`src/rtl/simplez_kbd_fifo.sv`:
```
// simplez_kbd_fifo: keyboard receive FIFO that pops one byte per rising edge of the CPU data select
module simplez_kbd_fifo #(
  parameter int AW = 4,
  parameter int DW = 8
) (
  input  logic          clk,
  input  logic          rstn,
  input  logic          rcv,
  input  logic [DW-1:0] rx_data,
  input  logic          data_sel,
  input  logic          status_sel,
  output logic [DW-1:0] dout,
  output logic          empty,
  output logic          full,
  output logic          overflow,
  output logic [AW:0]   count
);
  localparam int DEPTH = 2 ** AW;
  logic [DW-1:0] mem [DEPTH];
  logic [AW-1:0] rd_ptr, wr_ptr;
  logic          data_sel_d, status_sel_d;
  logic          data_rd, status_rd, pop_ok, push_ok, drop;
  logic [DW-1:0] status_byte;
  assign empty       = count == '0;
  assign full        = count == (AW+1)'(DEPTH);
  assign data_rd     = data_sel & ~data_sel_d;
  assign status_rd   = status_sel & ~status_sel_d;
  assign pop_ok      = data_rd & ~empty;
  assign push_ok     = rcv & (~full | pop_ok);
  assign drop        = rcv & full & ~pop_ok;
  assign status_byte = {{(DW-3){1'b0}}, overflow, full, ~empty};
  always_ff @(posedge clk)
    if (push_ok) mem[wr_ptr] <= rx_data;
  always_ff @(posedge clk or negedge rstn)
    if (!rstn) begin
      rd_ptr       <= '0;
      wr_ptr       <= '0;
      count        <= '0;
      overflow     <= 1'b0;
      dout         <= '0;
      data_sel_d   <= 1'b0;
      status_sel_d <= 1'b0;
    end else begin
      data_sel_d   <= data_sel;
      status_sel_d <= status_sel;
      rd_ptr       <= rd_ptr + AW'(pop_ok);
      wr_ptr       <= wr_ptr + AW'(push_ok);
      count        <= count + (AW+1)'(push_ok) - (AW+1)'(pop_ok);
      overflow     <= drop ? 1'b1 : (status_rd & ~data_rd) ? 1'b0 : overflow;
      dout         <= data_rd ? (empty ? '0 : mem[rd_ptr]) : status_rd ? status_byte : dout;
    end
endmodule

```
`config.mk`:
```
export PLATFORM = sky130hd
export DESIGN_NAME = simplez_kbd_fifo
export DESIGN_NICKNAME = d
export VERILOG_FILES = /design/src/rtl/simplez_kbd_fifo.sv
export SDC_FILE = /design/constraint.sdc
export NUM_CORES = 1
export LEC_CHECK = 0
export BUFFER_PORTS_ARGS = -buffer_cell sky130_fd_sc_hd__buf_4
export CORE_ASPECT_RATIO = 0.75
export CORE_MARGIN = 10
export CORE_UTILIZATION = 30
export CTS_BUF_LIST = sky130_fd_sc_hd__clkbuf_16
export CTS_CLUSTER_SIZE = 20
export DETAILED_ROUTE_END_ITERATION = 10
export PLACE_DENSITY_LB_ADDON = 0.12
export RECOVER_POWER = 100
export SYNTH_ARGS = -nofsm -noshare
export SYNTH_HDL_FRONTEND = slang
export SYNTH_SLANG_ARGS = --single-unit
```
`constraint.sdc`:
```
create_clock -name clk -period 4.8 [get_ports clk]
set_clock_uncertainty 0.05 [all_clocks]
set_input_delay 0 -clock clk [delete_from_list [all_inputs] [get_ports clk]]
set_output_delay 0 -clock clk [all_outputs]
set_load 0.03 [all_outputs]
```
==> impl_metrics.env, run 1 <==
export IMPL_start_util=0.303
export IMPL_die_w_um=185
export IMPL_clk_latency_ns=0.42
export IMPL_yosysWarnings=0
export IMPL_drtIter0Drc=201
export IMPL_synth_top_area_frac=0.631
export IMPL_drive_above_1_share=0.161
export IMPL_netlist_instances=319
export IMPL_sw_frac_of_total=0.312
export IMPL_p_leak_nw=2.49
export IMPL_clkSinkCount=152
export IMPL_synth_edf_count=128
export IMPL_dieArea_mm2=0.0265
export IMPL_wl_per_cell_um=21.6
export IMPL_hpwlAfterDp_um=8850
export IMPL_crit_chain="inv_1 -> ha_1 -> and4bb_1 -> a21boi_0 -> or3b_2 -> nor2_1"
export IMPL_final_common_cell="edfxtp_1"
export IMPL_worst_pin_slew_ns=1.47
export IMPL_drv_slew=0
export IMPL_vias_per_cell=4.80
export IMPL_globalplace_congestion=0.756
export IMPL_relSlewSlack=0.0173
export IMPL_path_class="reg2reg"
export IMPL_grt_pass1_wl_um=20700
export IMPL_cp_end_kind="flop"
export IMPL_pwr_share_comb=0.269
export IMPL_final_antenna_net_count=0
export IMPL_track_usage=0.110
export IMPL_tritoncts_num_buffers=17
export IMPL_fin_crit_ns=3.23
export IMPL_final_cell_mix="edfxtp_1 (128), clkbuf_1 (30), dfrtp_1 (23)"
export IMPL_netlist_top_cells_area="edfxtp_1 (63%), dfrtp_1 (9.9%), mux4_2 (7.4%), mux4_1 (3.4%), mux2i_1 (2.6%)"
export IMPL_clk_pin_slew_worst_paths_ns=0.06
export IMPL_cap_violations=0
export IMPL_crit_arrival_ns=3.21
export IMPL_fmax_ghz=0.310
export IMPL_dr_pass1_iters=5
export IMPL_drt_wl_total_um=13900
export IMPL_hold_slack_ns=0.248
export IMPL_ir_worst_vdd_mv=0.197
export IMPL_max_stage_delay_ns=0.73
export IMPL_ctsHoldBuffers=14
export IMPL_area_growth_pct=18.7
export IMPL_io_buffers=28
export IMPL_synth_distinct_cells=40
export IMPL_core_mm2=0.0201
export IMPL_ctsHtreeMaxLevel=4
export IMPL_hold_violations=0
export IMPL_grt_setup_unrepaired="no"
export IMPL_outcome="completed"
export IMPL_synthArstFlopShare=0.158
export IMPL_start_kind="flop"
export IMPL_finalSetupViolCount=0
export IMPL_drc=0
export IMPL_postCtsResizedCells=0
export IMPL_pwr_share_seq=0.415
export IMPL_grt_pass1_vias=3243
export IMPL_seq_area_frac_synth=0.729
export IMPL_overflow=0
export IMPL_required_ns=4.78
export IMPL_netlist_area_mm2=0.00609
export IMPL_p_sw_mw=1.37
export IMPL_p_int_mw=3.01
export IMPL_ys_ff_latch=152
export IMPL_pin_count=29
export IMPL_die_h_um=143
export IMPL_root_buffer="clkbuf_16"
export IMPL_fin_crit_sh=0.672
export IMPL_fin_cells=644
export IMPL_final_cell_area_mm2=0.00724
export IMPL_rows=45
export IMPL_nets=398
export IMPL_dp_cells=599
export IMPL_post_cts_buffers=0
export IMPL_clockBufferDepth=2
export IMPL_ys_flop_type="edfxtp_1"
export IMPL_critPathMaxFanout=8
export IMPL_slowest_stage="nor2_1"
export IMPL_num_vias=3092
export IMPL_tns_ns=0
export IMPL_diodes=0
export IMPL_yosysTopAreaCell="edfxtp_1"
export IMPL_syn_nets=343
export IMPL_hp_class="in2reg"
export IMPL_post_dp_cell_area_mm2=0.00661
export IMPL_antenna_found_initial=0
export IMPL_power_density_mw_per_mm2=606
export IMPL_grt_max_degree=33
export IMPL_syn_avg_cell_area_um2=19.1
export IMPL_cts_tree="done"
export IMPL_power_frac_clock=0.316
## layer usage
metal	part of all wire	GRT usage	vias to the layer above
met5	0	0	-
met1	0.52	0.158	1651
met2	0.44	0.158	47
li1	-	-	1382
met4	0.010	0.0465	0
met3	0.027	0.0217	12
## area by class of cell
cell class                 count  area [um2]
multi-input combinational    143        1530
clock inverter                14         181
timing repair buffer          49         288
sequential                   152        4450
fill                        1896       12900
clock buffer                  17         425
inverter                      11        41.3
tap                          258         323
## per-stage QoR
step,setup WS (ns),total power [mW],utilization
after detailed placement,1.75,3.10,0.329
after floorplan,1.81,2.69,-
after global placement,1.78,3.10,0.329
after CTS,1.73,4.51,0.366
after global routing,1.32,4.61,0.360
final,1.57,4.38,0.360
## flip-flops by register name, indices dropped and copies added (netlist names)
register / cells
mem: 128
dout: 8
count: 5
rd_ptr: 4
wr_ptr: 4
data_sel_d: 1
overflow: 1
status_sel_d: 1
## worst max-delay path, delay by kind of cell, from the launching register on
| kind | cells | cell delay (ns) |
|---|---|---|
| simple gates | 3 | 1.54 |
| compound gates | 1 | 0.60 |
| flops | 1 | 0.37 |
| fa+ha+maj | 1 | 0.20 |
| buf+inv | 1 | 0.07 |
## cells in the mapped netlist, types with 5 or more instances
master,number
mux4_1,8
nand3_1,8
mux2_2,6
dfrtp_1,24
a221o_1,5
nor2b_1,5
mux4_2,20
inv_1,11
edfxtp_1,128
clkbuf_1,7
nor2_1,20
mux2i_1,16
nor3_1,6
ha_1,10
## final timing paths
path | depth (start not counted) | endpoint | slack, ns | startpoint
min | 2 | status_sel_d$_DFF_PN0_ | 0.25 | status_sel
max in group asynchronous | 4 | rd_ptr[1]$_DFF_PN0_ | 2.68 | rstn
max reg2reg | 6 | mem[8][0]$_DFFE_PP_ | 1.57 | count[2]$_DFF_PN0_
max | 6 | mem[8][0]$_DFFE_PP_ | 1.57 | count[2]$_DFF_PN0_
min in group asynchronous | 4 | count[1]$_DFF_PN0_ | 1.06 | rstn
min reg2reg | 1 | dout[3]$_DFFE_PN0P_ | 0.46 | dout[3]$_DFFE_PN0P_
## logic make-up (layout without fill, tap and decap cells)
kind of cell	count (synthesis)	count (layout)	synth area share
AOI/OAI and AO/OA	18	18	0.0230
xor gates and xnor gates	8	8	0.0115
adders and majority gates	11	11	0.0238
buffers and inverters	24	91	0.0195
DFF	152	152	0.729
muxes	50	50	0.146
and+or+nand+nor	56	56	0.0472
## power groups by stage
stage               registers [mW]  logic [mW]  clock network, mW
finish                        1.82        1.18               1.39
CTS                           1.83        1.27               1.41
global route                  1.85        1.29               1.47
floorplan                     1.84       0.844                  0
detailed placement            1.85        1.25                  0
global placement              1.85        1.25                  0
Note: power is estimated with default switching activity, not from simulation.
==> inputs of run 2 (changes only) <==
Clock period 4.8 ns to 2.95 ns, I/O delays scaled along.
==> impl_metrics.env, run 2 (synthesis gave the netlist of run 1 again) <==
export IMPL_diodes=0
export IMPL_p_leak_nw=2.59
export IMPL_start_util=0.303
export IMPL_worst_pin_slew_ns=1.47
export IMPL_critPathMaxFanout=8
export IMPL_dr_pass1_iters=4
export IMPL_grt_max_degree=33
export IMPL_outcome="completed"
export IMPL_die_w_um=185
export IMPL_hpwlAfterDp_um=9320
export IMPL_final_common_cell="edfxtp_1"
export IMPL_antenna_found_initial=0
export IMPL_grt_pass1_wl_um=20700
export IMPL_start_kind="flop"
export IMPL_max_stage_delay_ns=0.54
export IMPL_path_class="reg2reg"
export IMPL_dieArea_mm2=0.0265
export IMPL_overflow=0
export IMPL_grt_pass1_vias=3175
export IMPL_num_vias=3058
export IMPL_drt_wl_total_um=13900
export IMPL_tritoncts_num_buffers=17
export IMPL_area_growth_pct=20.6
export IMPL_required_ns=2.99
export IMPL_finalSetupViolCount=0
export IMPL_wl_per_cell_um=20.8
export IMPL_crit_arrival_ns=2.78
export IMPL_cts_tree="done"
export IMPL_cp_end_kind="flop"
export IMPL_final_antenna_net_count=0
export IMPL_fmax_ghz=0.366
export IMPL_clkSinkCount=152
export IMPL_globalplace_congestion=0.717
export IMPL_critical_path_top_delay_family="simple AND/OR/NAND/NOR gates"
export IMPL_vias_per_cell=4.58
export IMPL_path_buf_inv=3
export IMPL_fillCellCount=1863
export IMPL_fin_crit_ns=2.74
export IMPL_post_cts_buffers=0
export IMPL_track_usage=0.110
export IMPL_io_buffers=28
export IMPL_power_density_mw_per_mm2=965
export IMPL_final_util=0.366
export IMPL_fin_crit_sh=0.927
export IMPL_pin_count=29
export IMPL_nets=421
export IMPL_rows=45
export IMPL_reg_largest_list="mem x128, dout x8, count x5"
export IMPL_ir_worst_vdd_mv=0.329
export IMPL_cp_common_cell="clkbuf_1"
export IMPL_clk_pin_slew_worst_paths_ns=0.06
export IMPL_root_buffer="clkbuf_16"
export IMPL_slowest_stage="or3b_2"
export IMPL_clockBufferDepth=2
export IMPL_ctsHtreeMaxLevel=4
export IMPL_final_cell_mix="edfxtp_1 (128), clkbuf_1 (32), dfrtp_1 (22)"
export IMPL_core_mm2=0.0201
export IMPL_drive_above_1_share=0.202
export IMPL_drtIter0Drc=197
export IMPL_regMostFlops="mem"
export IMPL_clk_latency_ns=0.42
export IMPL_largest_register_ffs=128
export IMPL_tns_ns=0
export IMPL_drc=0
export IMPL_hold_violations=0
export IMPL_drv_slew=0
export IMPL_grt_setup_unrepaired="no"
export IMPL_timing_final_ws_setup_ns=0.215
export IMPL_crit_chain="clkbuf_1 -> and4bb_1 -> a21boi_1 -> clkbuf_1 -> or3b_2 -> nor2_1 -> clkbuf_2"
export IMPL_cap_violations=0
export IMPL_relSlewSlack=0.0230
export IMPL_hp_class="in2reg"
export IMPL_place_ws_ns=0.0313
export IMPL_die_h_um=143
[run 2: cell types whose count changed in the layout (fill, tap and decap cells not counted), moves of 2 or more]
cell | previous run | this run
clkinv_1 | 3 | 5
inv_1 | 12 | 14
inv_6 | 2 | 0
clkbuf_2 | 0 | 16
buf_4 | 4 | 8
clkbuf_1 | 30 | 32
[run 2: final timing paths]
path,start,to,slack (ns),cells after the start
worst max-delay path,count[1]$_DFF_PN0_,mem[8][0]$_DFFE_PP_,0.21,7
worst min-delay path,status_sel,status_sel_d$_DFF_PN0_,0.25,2
worst max register to register,count[1]$_DFF_PN0_,mem[8][0]$_DFFE_PP_,0.21,7
worst min register to register,dout[4]$_DFFE_PN0P_,dout[4]$_DFFE_PN0P_,0.46,1
max in group asynchronous,rstn,count[3]$_DFF_PN0_,0.82,4
min in group asynchronous,rstn,rd_ptr[3]$_DFF_PN0_,1.07,4
[run 2: layout make-up]
type	count	area, um2	area share
clock inverters	15	145	0.0197
repair buffers	72	425	0.0579
well taps	258	323	0.0439
clock buffers	17	425	0.0579
flip-flops and latches	152	4450	0.605
inverters	11	41.3	0.00562
multi-input cells	143	1540	0.210
[run 2: what timing repair did]
action                                  in CTS  in global routing
resized for setup                            0                  3
hold buffers                                14                  0
endpoints found under the setup margin       0                  1
endpoints found under the hold margin      155                  0
[run 2: through the flow]
| step | std cells | area [um2] | hold WS (ns) | power (mW) |
|---|---|---|---|---|
| after floorplan | 319 | 6100 | -0.346 | 4.38 |
| after global placement | 622 | 6800 | -0.113 | 5.16 |
| after detailed placement | 622 | 6800 | -0.110 | 5.16 |
| after CTS | 668 | 7520 | 0.215 | 7.31 |
| after global routing | 668 | 7350 | 0.242 | 7.47 |
| final | 668 | 7350 | 0.247 | 7.09 |
[run 2: power by group]
group          total, mW  internal [mW]  switching [mW]
Combinational       2.01          0.901            1.11
Sequential          2.97           2.67           0.298
Clock               2.12           1.30           0.818
Total               7.09           4.87            2.22
[run 2: routing by layer]
| layer | up-vias | track usage | share of wire |
|---|---|---|---|
| met5 | - | 0 | 0 |
| met4 | 0 | 0.0361 | 0.0093 |
| met3 | 8 | 0.0283 | 0.024 |
| met2 | 34 | 0.155 | 0.44 |
| met1 | 1582 | 0.159 | 0.53 |
| li1 | 1434 | - | - |
